===== src/rtl/scope_capture_ctrl.sv =====
// Oscilloscope acquisition sequencer: decimated pre/post-trigger capture into a circular
// buffer, then readout of one header byte plus DEPTH samples (oldest first) through the UART.
module scope_capture_ctrl #(
  parameter int unsigned DEPTH  = 256,
  parameter int unsigned AW     = 8,
  parameter int unsigned PRE    = 128,
  parameter logic [7:0]  HEADER = 8'hA5
) (
  input  logic        clk,
  input  logic        rst,
  input  logic [7:0]  adc_data,
  input  logic        arm,
  input  logic        force_trig,
  input  logic [7:0]  trig_level,
  input  logic        trig_falling,
  input  logic [15:0] decim,
  input  logic        tx_busy,
  output logic [7:0]  tx_data,
  output logic        tx_send_n,
  output logic [2:0]  state,
  output logic        done
);

  typedef enum logic [2:0] {
    StIdle     = 3'd0,
    StPreFill  = 3'd1,
    StWaitTrig = 3'd2,
    StPostFill = 3'd3,
    StSendHdr  = 3'd4,
    StSendData = 3'd5,
    StDone     = 3'd6
  } stateT;

  localparam int PostLen = int'(DEPTH) - int'(PRE) - 1;
  localparam logic [AW-1:0] PreLast   = AW'(PRE - 1);
  localparam logic [AW-1:0] PostLast  = AW'(PostLen > 0 ? PostLen - 1 : 0);
  localparam logic [AW-1:0] DepthLast = AW'(DEPTH - 1);

  stateT         curState;
  logic [15:0]   decimCnt, decimLat;
  logic [7:0]    trigLevel, prevSample, rdData;
  logic          trigFalling;
  logic [AW-1:0] wrPtr, rdPtr, fillCnt, sentCnt;
  logic [1:0]    holdCnt;
  logic [7:0]    mem [DEPTH];

  logic capturing, sampleStb, crossing, trigHit, txReady;

  always_comb begin
    capturing = curState inside {StPreFill, StWaitTrig, StPostFill};
    sampleStb = capturing && (decimCnt == decimLat);
    crossing  = trigFalling ? (prevSample >= trigLevel && adc_data < trigLevel)
                            : (prevSample < trigLevel && adc_data >= trigLevel);
    trigHit   = crossing || force_trig;
    txReady   = (holdCnt == 2'd0) && !tx_busy;
  end

  // Registered read gives the 1-cycle latency; hold-off guarantees rdData settles before use.
  always_ff @(posedge clk) begin
    if (sampleStb && !rst) mem[wrPtr] <= adc_data;
    rdData <= mem[rdPtr];
  end

  assign state = curState;

  always_ff @(posedge clk) begin
    if (rst) begin
      curState    <= StIdle;
      tx_data     <= 8'd0;
      tx_send_n   <= 1'b1;
      done        <= 1'b0;
      decimCnt    <= '0;
      decimLat    <= '0;
      trigLevel   <= '0;
      trigFalling <= 1'b0;
      prevSample  <= '0;
      wrPtr       <= '0;
      rdPtr       <= '0;
      fillCnt     <= '0;
      sentCnt     <= '0;
      holdCnt     <= '0;
    end else begin
      tx_send_n <= 1'b1;
      done      <= 1'b0;
      if (holdCnt != 2'd0) holdCnt <= holdCnt - 2'd1;
      if (capturing) begin
        decimCnt <= sampleStb ? 16'd0 : decimCnt + 16'd1;
        if (sampleStb) begin
          wrPtr      <= wrPtr + 1'b1;
          prevSample <= adc_data;
        end
      end
      unique case (curState)
        StIdle: begin
          if (arm) begin
            curState    <= StPreFill;
            wrPtr       <= '0;
            fillCnt     <= '0;
            decimCnt    <= '0;
            decimLat    <= decim;
            trigLevel   <= trig_level;
            trigFalling <= trig_falling;
          end
        end
        StPreFill: begin
          if (sampleStb) begin
            fillCnt <= fillCnt + 1'b1;
            if (fillCnt == PreLast) curState <= StWaitTrig;
          end
        end
        StWaitTrig: begin
          if (sampleStb && trigHit) begin
            fillCnt <= '0;
            if (PostLen == 0) begin
              curState <= StSendHdr;
              rdPtr    <= wrPtr + 1'b1;
            end else begin
              curState <= StPostFill;
            end
          end
        end
        StPostFill: begin
          if (sampleStb) begin
            fillCnt <= fillCnt + 1'b1;
            if (fillCnt == PostLast) begin
              curState <= StSendHdr;
              // Slot after the final write is the oldest sample in the ring.
              rdPtr    <= wrPtr + 1'b1;
            end
          end
        end
        StSendHdr: begin
          if (txReady) begin
            tx_data   <= HEADER;
            tx_send_n <= 1'b0;
            holdCnt   <= 2'd2;
            sentCnt   <= '0;
            curState  <= StSendData;
          end
        end
        StSendData: begin
          if (txReady) begin
            tx_data   <= rdData;
            tx_send_n <= 1'b0;
            holdCnt   <= 2'd2;
            rdPtr     <= rdPtr + 1'b1;
            sentCnt   <= sentCnt + 1'b1;
            if (sentCnt == DepthLast) begin
              curState <= StDone;
              done     <= 1'b1;
            end
          end
        end
        StDone:  curState <= StIdle;
        default: curState <= StIdle;
      endcase
    end
  end

endmodule

===== config.mk =====
export PLATFORM = sky130hd
export DESIGN_NAME = scope_capture_ctrl
export DESIGN_NICKNAME = d
export VERILOG_FILES = /design/src/rtl/scope_capture_ctrl.sv
export SDC_FILE = /design/constraint.sdc
export NUM_CORES = 2
export LEC_CHECK = 0
export CAP_MARGIN = 5
export CORE_MARGIN = 4
export CORE_UTILIZATION = 55
export DETAILED_ROUTE_END_ITERATION = 10
export HOLD_SLACK_MARGIN = 0.08
export PLACE_DENSITY = 0.71
export SLEW_MARGIN = 20
export SYNTH_ARGS = -nofsm -noshare
export SYNTH_HDL_FRONTEND = slang
export SYNTH_SLANG_ARGS = --single-unit

===== constraint.sdc =====
create_clock -name clk -period 3.9 [get_ports clk]
set_clock_uncertainty 0.15 [all_clocks]
set_input_delay 1.17 -clock clk [delete_from_list [all_inputs] [get_ports clk]]
set_output_delay 1.17 -clock clk [all_outputs]
set_load 0.02 [all_outputs]

==> impl_metrics.csv <==
group,metric,value,unit
clocking,cts_root_buf,"clkbuf_16",
sta,min_period_over_period,99.88,%
route,vias,45670,
final_layout,top_register,"mem",
logic_synthesis,synthArstFlopShare,0,%
critical_path,max_stage_delay,0.77,ns
final_layout,drive_gt1_share,26.64,%
logic_synthesis,avgSynthCellArea,19.71,sq um
logic_synthesis,synth_nets,4328,
placement,portBuffers,50,
logic_synthesis,ys.flop_type,"edfxtp_1",
hold_path,min_path_type,"reg2reg",
route,route.detailed.drc,0,
clocking,numClockSinks,2152,
logic_synthesis,synth_edf_count,2048,
die,die_w,399.0,um
critical_path,critPathMostFrequentCell,"buf_4",
logic_synthesis,ys_warn_count,0,
clocking,numCtsBuffers,205,
final_layout,nets,4836,
grt,grt_pass1_vias,44980,
critical_path,start_kind,"register",
sta,slew_violations,0,
grt,grt_remaining_overflow,0,
placement,dpl.hpwl,144500,um
sta,worst_pin_slew,1.234,ns
grt,grt.total_usage,29.03,%
critical_path,cpMaxStageDelayCell,"dfxtp_2",
route,wl_per_cell,32.60,um
logic_synthesis,synth_area,0.08408,sq mm
run,drv_cap,0,
clocking,htreeDepth,4,
final_layout,largest_register_ffs,2048,
placement,gp_congestion,0.9071,
die,io_pins,51,
route,ant_nets,0,
sta,rsz0062_at_grt,"true",
final_layout,final_util,63.76,%
route,drt-total-wl,227600,um
critical_path,cp.required,4.52,ns
logic_synthesis,synth_cell_types,74,
die,fp.dieH,399.0,um
clocking,cts_setup_buffers,0,
route,firstDrtPassIters,6,
die,coreArea,0.1519,sq mm
power_and_ir_drop,p_per_area,476.6,mW/mm^2
critical_path,path_buf_inv,3,
outcome,status,"completed",
clocking,cts.clk_slew.worst_paths,0.07,ns
sta,max_freq,0.2567,GHz
sta,maxSlewHeadroom,17.72,%
die,start_util,55.35,%
clocking,holdBufCountCts,0,
logic_synthesis,synth.largest_area_cell,"edfxtp_1",
die,rows,143,
clocking,cts_tree,"yes",
critical_path,cp_max_fo,20,
sta,hold_viol,0,
power_and_ir_drop,p_leak,30.33,nW
critical_path,critPathKind,"reg2reg",
critical_path,arrival,4.52,ns
final_layout,synthToLayoutAreaGrowth,15.20,%
critical_path,worstPathCellList,"buf_4 -> or3b_2 -> buf_4 -> o221ai_1 -> a21oi_1 -> nor3_1 -> nor3_1 -> buf_4 -> o32ai_1",
sta,fin_crit,3.895,ns
critical_path,critPathCaptureType,"register",
logic_synthesis,synth.top_cell.area_share,73.14,%
logic_synthesis,ys_seq_elements,2152,
grt,antenna_found_initial,11,
logic_synthesis,ys_seq_area_share,75.62,%
route,via_per_inst,6.542,
sta,setup_viol,0,
power_and_ir_drop,irDropWorstVdd,0.4872,mV
sta,fin_tns_setup,0,ns
final_layout,fillCellCount,10090,
final_layout,top_regs,"mem: 2048 flops, decimCnt: 16 flops, decimLat: 16 flops",
final_layout,regArea,0.06360,sq mm
route,first_iter_violations,6628,
critical_path,crit_family,"simple AND/OR/NAND/NOR gates",
grt,grt_pass1_wl,327400,um
clocking,cts_resized,0,
logic_synthesis,synth_cells,4265,
grt,grt_max_degree,187,
logic_synthesis,ys_top_cells_by_area,"edfxtp_1 (73%), mux4_2 (13%), dfxtp_1 (2.5%)",
clocking,clk_path_buf_depth,3,
die,die_area,0.1592,sq mm
final_layout,multiInputGateArea,0.01910,sq mm
clocking,clk_latency,0.86,ns
## cell usage after synthesis (4+ instances only)
| library cell | number |
|---|---|
| mux2i_1 | 154 |
| nor2b_1 | 15 |
| a21oi_1 | 115 |
| xnor2_1 | 20 |
| a31oi_1 | 15 |
| buf_1 | 11 |
| dfxtp_1 | 104 |
| nor2_1 | 367 |
| a221oi_1 | 19 |
| o211ai_1 | 5 |
| a311oi_1 | 8 |
| nand4b_1 | 4 |
| buf_4 | 31 |
| inv_1 | 17 |
| edfxtp_1 | 2048 |
| a211oi_1 | 26 |
| o221ai_1 | 31 |
| mux4_2 | 478 |
| or3_1 | 5 |
| a22o_1 | 14 |
| buf_6 | 22 |
| buf_8 | 6 |
| o22ai_1 | 36 |
| a2111oi_0 | 6 |
| buf_2 | 66 |
| ha_1 | 25 |
| and3_1 | 6 |
| a22oi_1 | 96 |
| clkbuf_1 | 120 |
| nand4_1 | 12 |
| xor2_1 | 24 |
| nor3b_1 | 8 |
| nand2_1 | 173 |
| o31ai_1 | 4 |
| nand3_1 | 39 |
| nand2b_1 | 8 |
| o21ai_0 | 41 |
| nor4_1 | 8 |
| nor3_1 | 24 |
## metrics by stage
step | power (mW) | hold slack [ns] | worst slack, ns | instance area, sq um | instances
detailed placement | 26.76 | 0.3052 | -0.1889 | 90060 | 6595
global placement | 26.73 | 0.2974 | -0.2370 | 90060 | 6595
floorplan | 26.11 | 0.2863 | 0.3313 | 84080 | 4265
global route | 47.48 | 0.3253 | -0.03844 | 96840 | 6974
CTS | 46.38 | 0.3138 | 0.1042 | 96800 | 6973
finish | 46.17 | 0.3089 | 0.004777 | 96860 | 6981
## worst min-delay path, cell delays in order (launching register included)
cell and delay, ns:
dfxtp_1 0.31, nand2_1 0.05, a21oi_1 0.05
## final cells by class
class / count / share of cell area [%]
Clock inverter: 120 / 1.358
Multi-Input combinational cell: 1838 / 19.72
Inverter: 19 / 0.07621
Tap cell: 2030 / 2.622
Antenna cell: 7 / 0.01808
Timing Repair Buffer: 557 / 4.949
Clock buffer: 258 / 5.597
Sequential cell: 2152 / 65.66
## report_power, final
part / total (mW) / switching (mW) / internal, mW
Sequential: 25.3 / 0.0363 / 25.3
Combinational: 0.918 / 0.698 / 0.220
Clock: 19.9 / 8.61 / 11.3
Total: 46.2 / 9.35 / 36.8
## layer usage
metal / share of wire (%) / global-route usage [%] / routed length [um]
met4: 5.0 / 12.33 / 11350
met2: 47 / 44.88 / 107600
met1: 37 / 40.61 / 83420
met3: 11 / 6.402 / 25180
met5: 0.011 / 0 / 24
## cells by family after synthesis
group	after synthesis	synth area share (%)
multiplexers	635	14.71
buffers and inverters	275	1.741
adder cells (fa/ha/maj)	25	0.3720
XOR/XNOR	44	0.4583
flip-flops	2152	75.62
AO/OA/AOI/OAI	445	3.601
AND/OR/NAND/NOR	689	3.494
## path summary, 6_finish.rpt
check,from,to,slack (ns),depth (start not counted)
setup / recovery,rdPtr[3],rdData[1],0.005,9
hold / removal,trigLevel[5],trigLevel[5],0.31,2
setup reg to reg,rdPtr[3],rdData[1],0.005,9
hold reg to reg,trigLevel[5],trigLevel[5],0.31,2
## layout by cell type (no fill, tap or decap), drive strengths merged, types with 5 or more instances in the layout
cell type / count
buf: 508
a211oi: 26
clkinv: 82
nand3: 40
nor3: 24
a221oi: 19
a311oi: 8
a22oi: 96
bufinv: 21
clkdlybuf4s50: 41
inv: 29
edfxtp: 2048
diode: 7
a2111oi: 6
nor2: 367
mux2i: 154
or3: 5
o211ai: 5
and3: 6
nand2: 173
o221ai: 31
dfxtp: 104
xnor2: 20
clkbuf: 266
a22o: 14
a31oi: 15
ha: 25
clkinvlp: 7
nor3b: 8
nand2b: 8
o21ai: 41
xor2: 24
a21oi: 115
nand4: 12
nor2b: 15
nor4: 8
mux4: 480
o22ai: 36
Power figures use the tool's default switching activity.
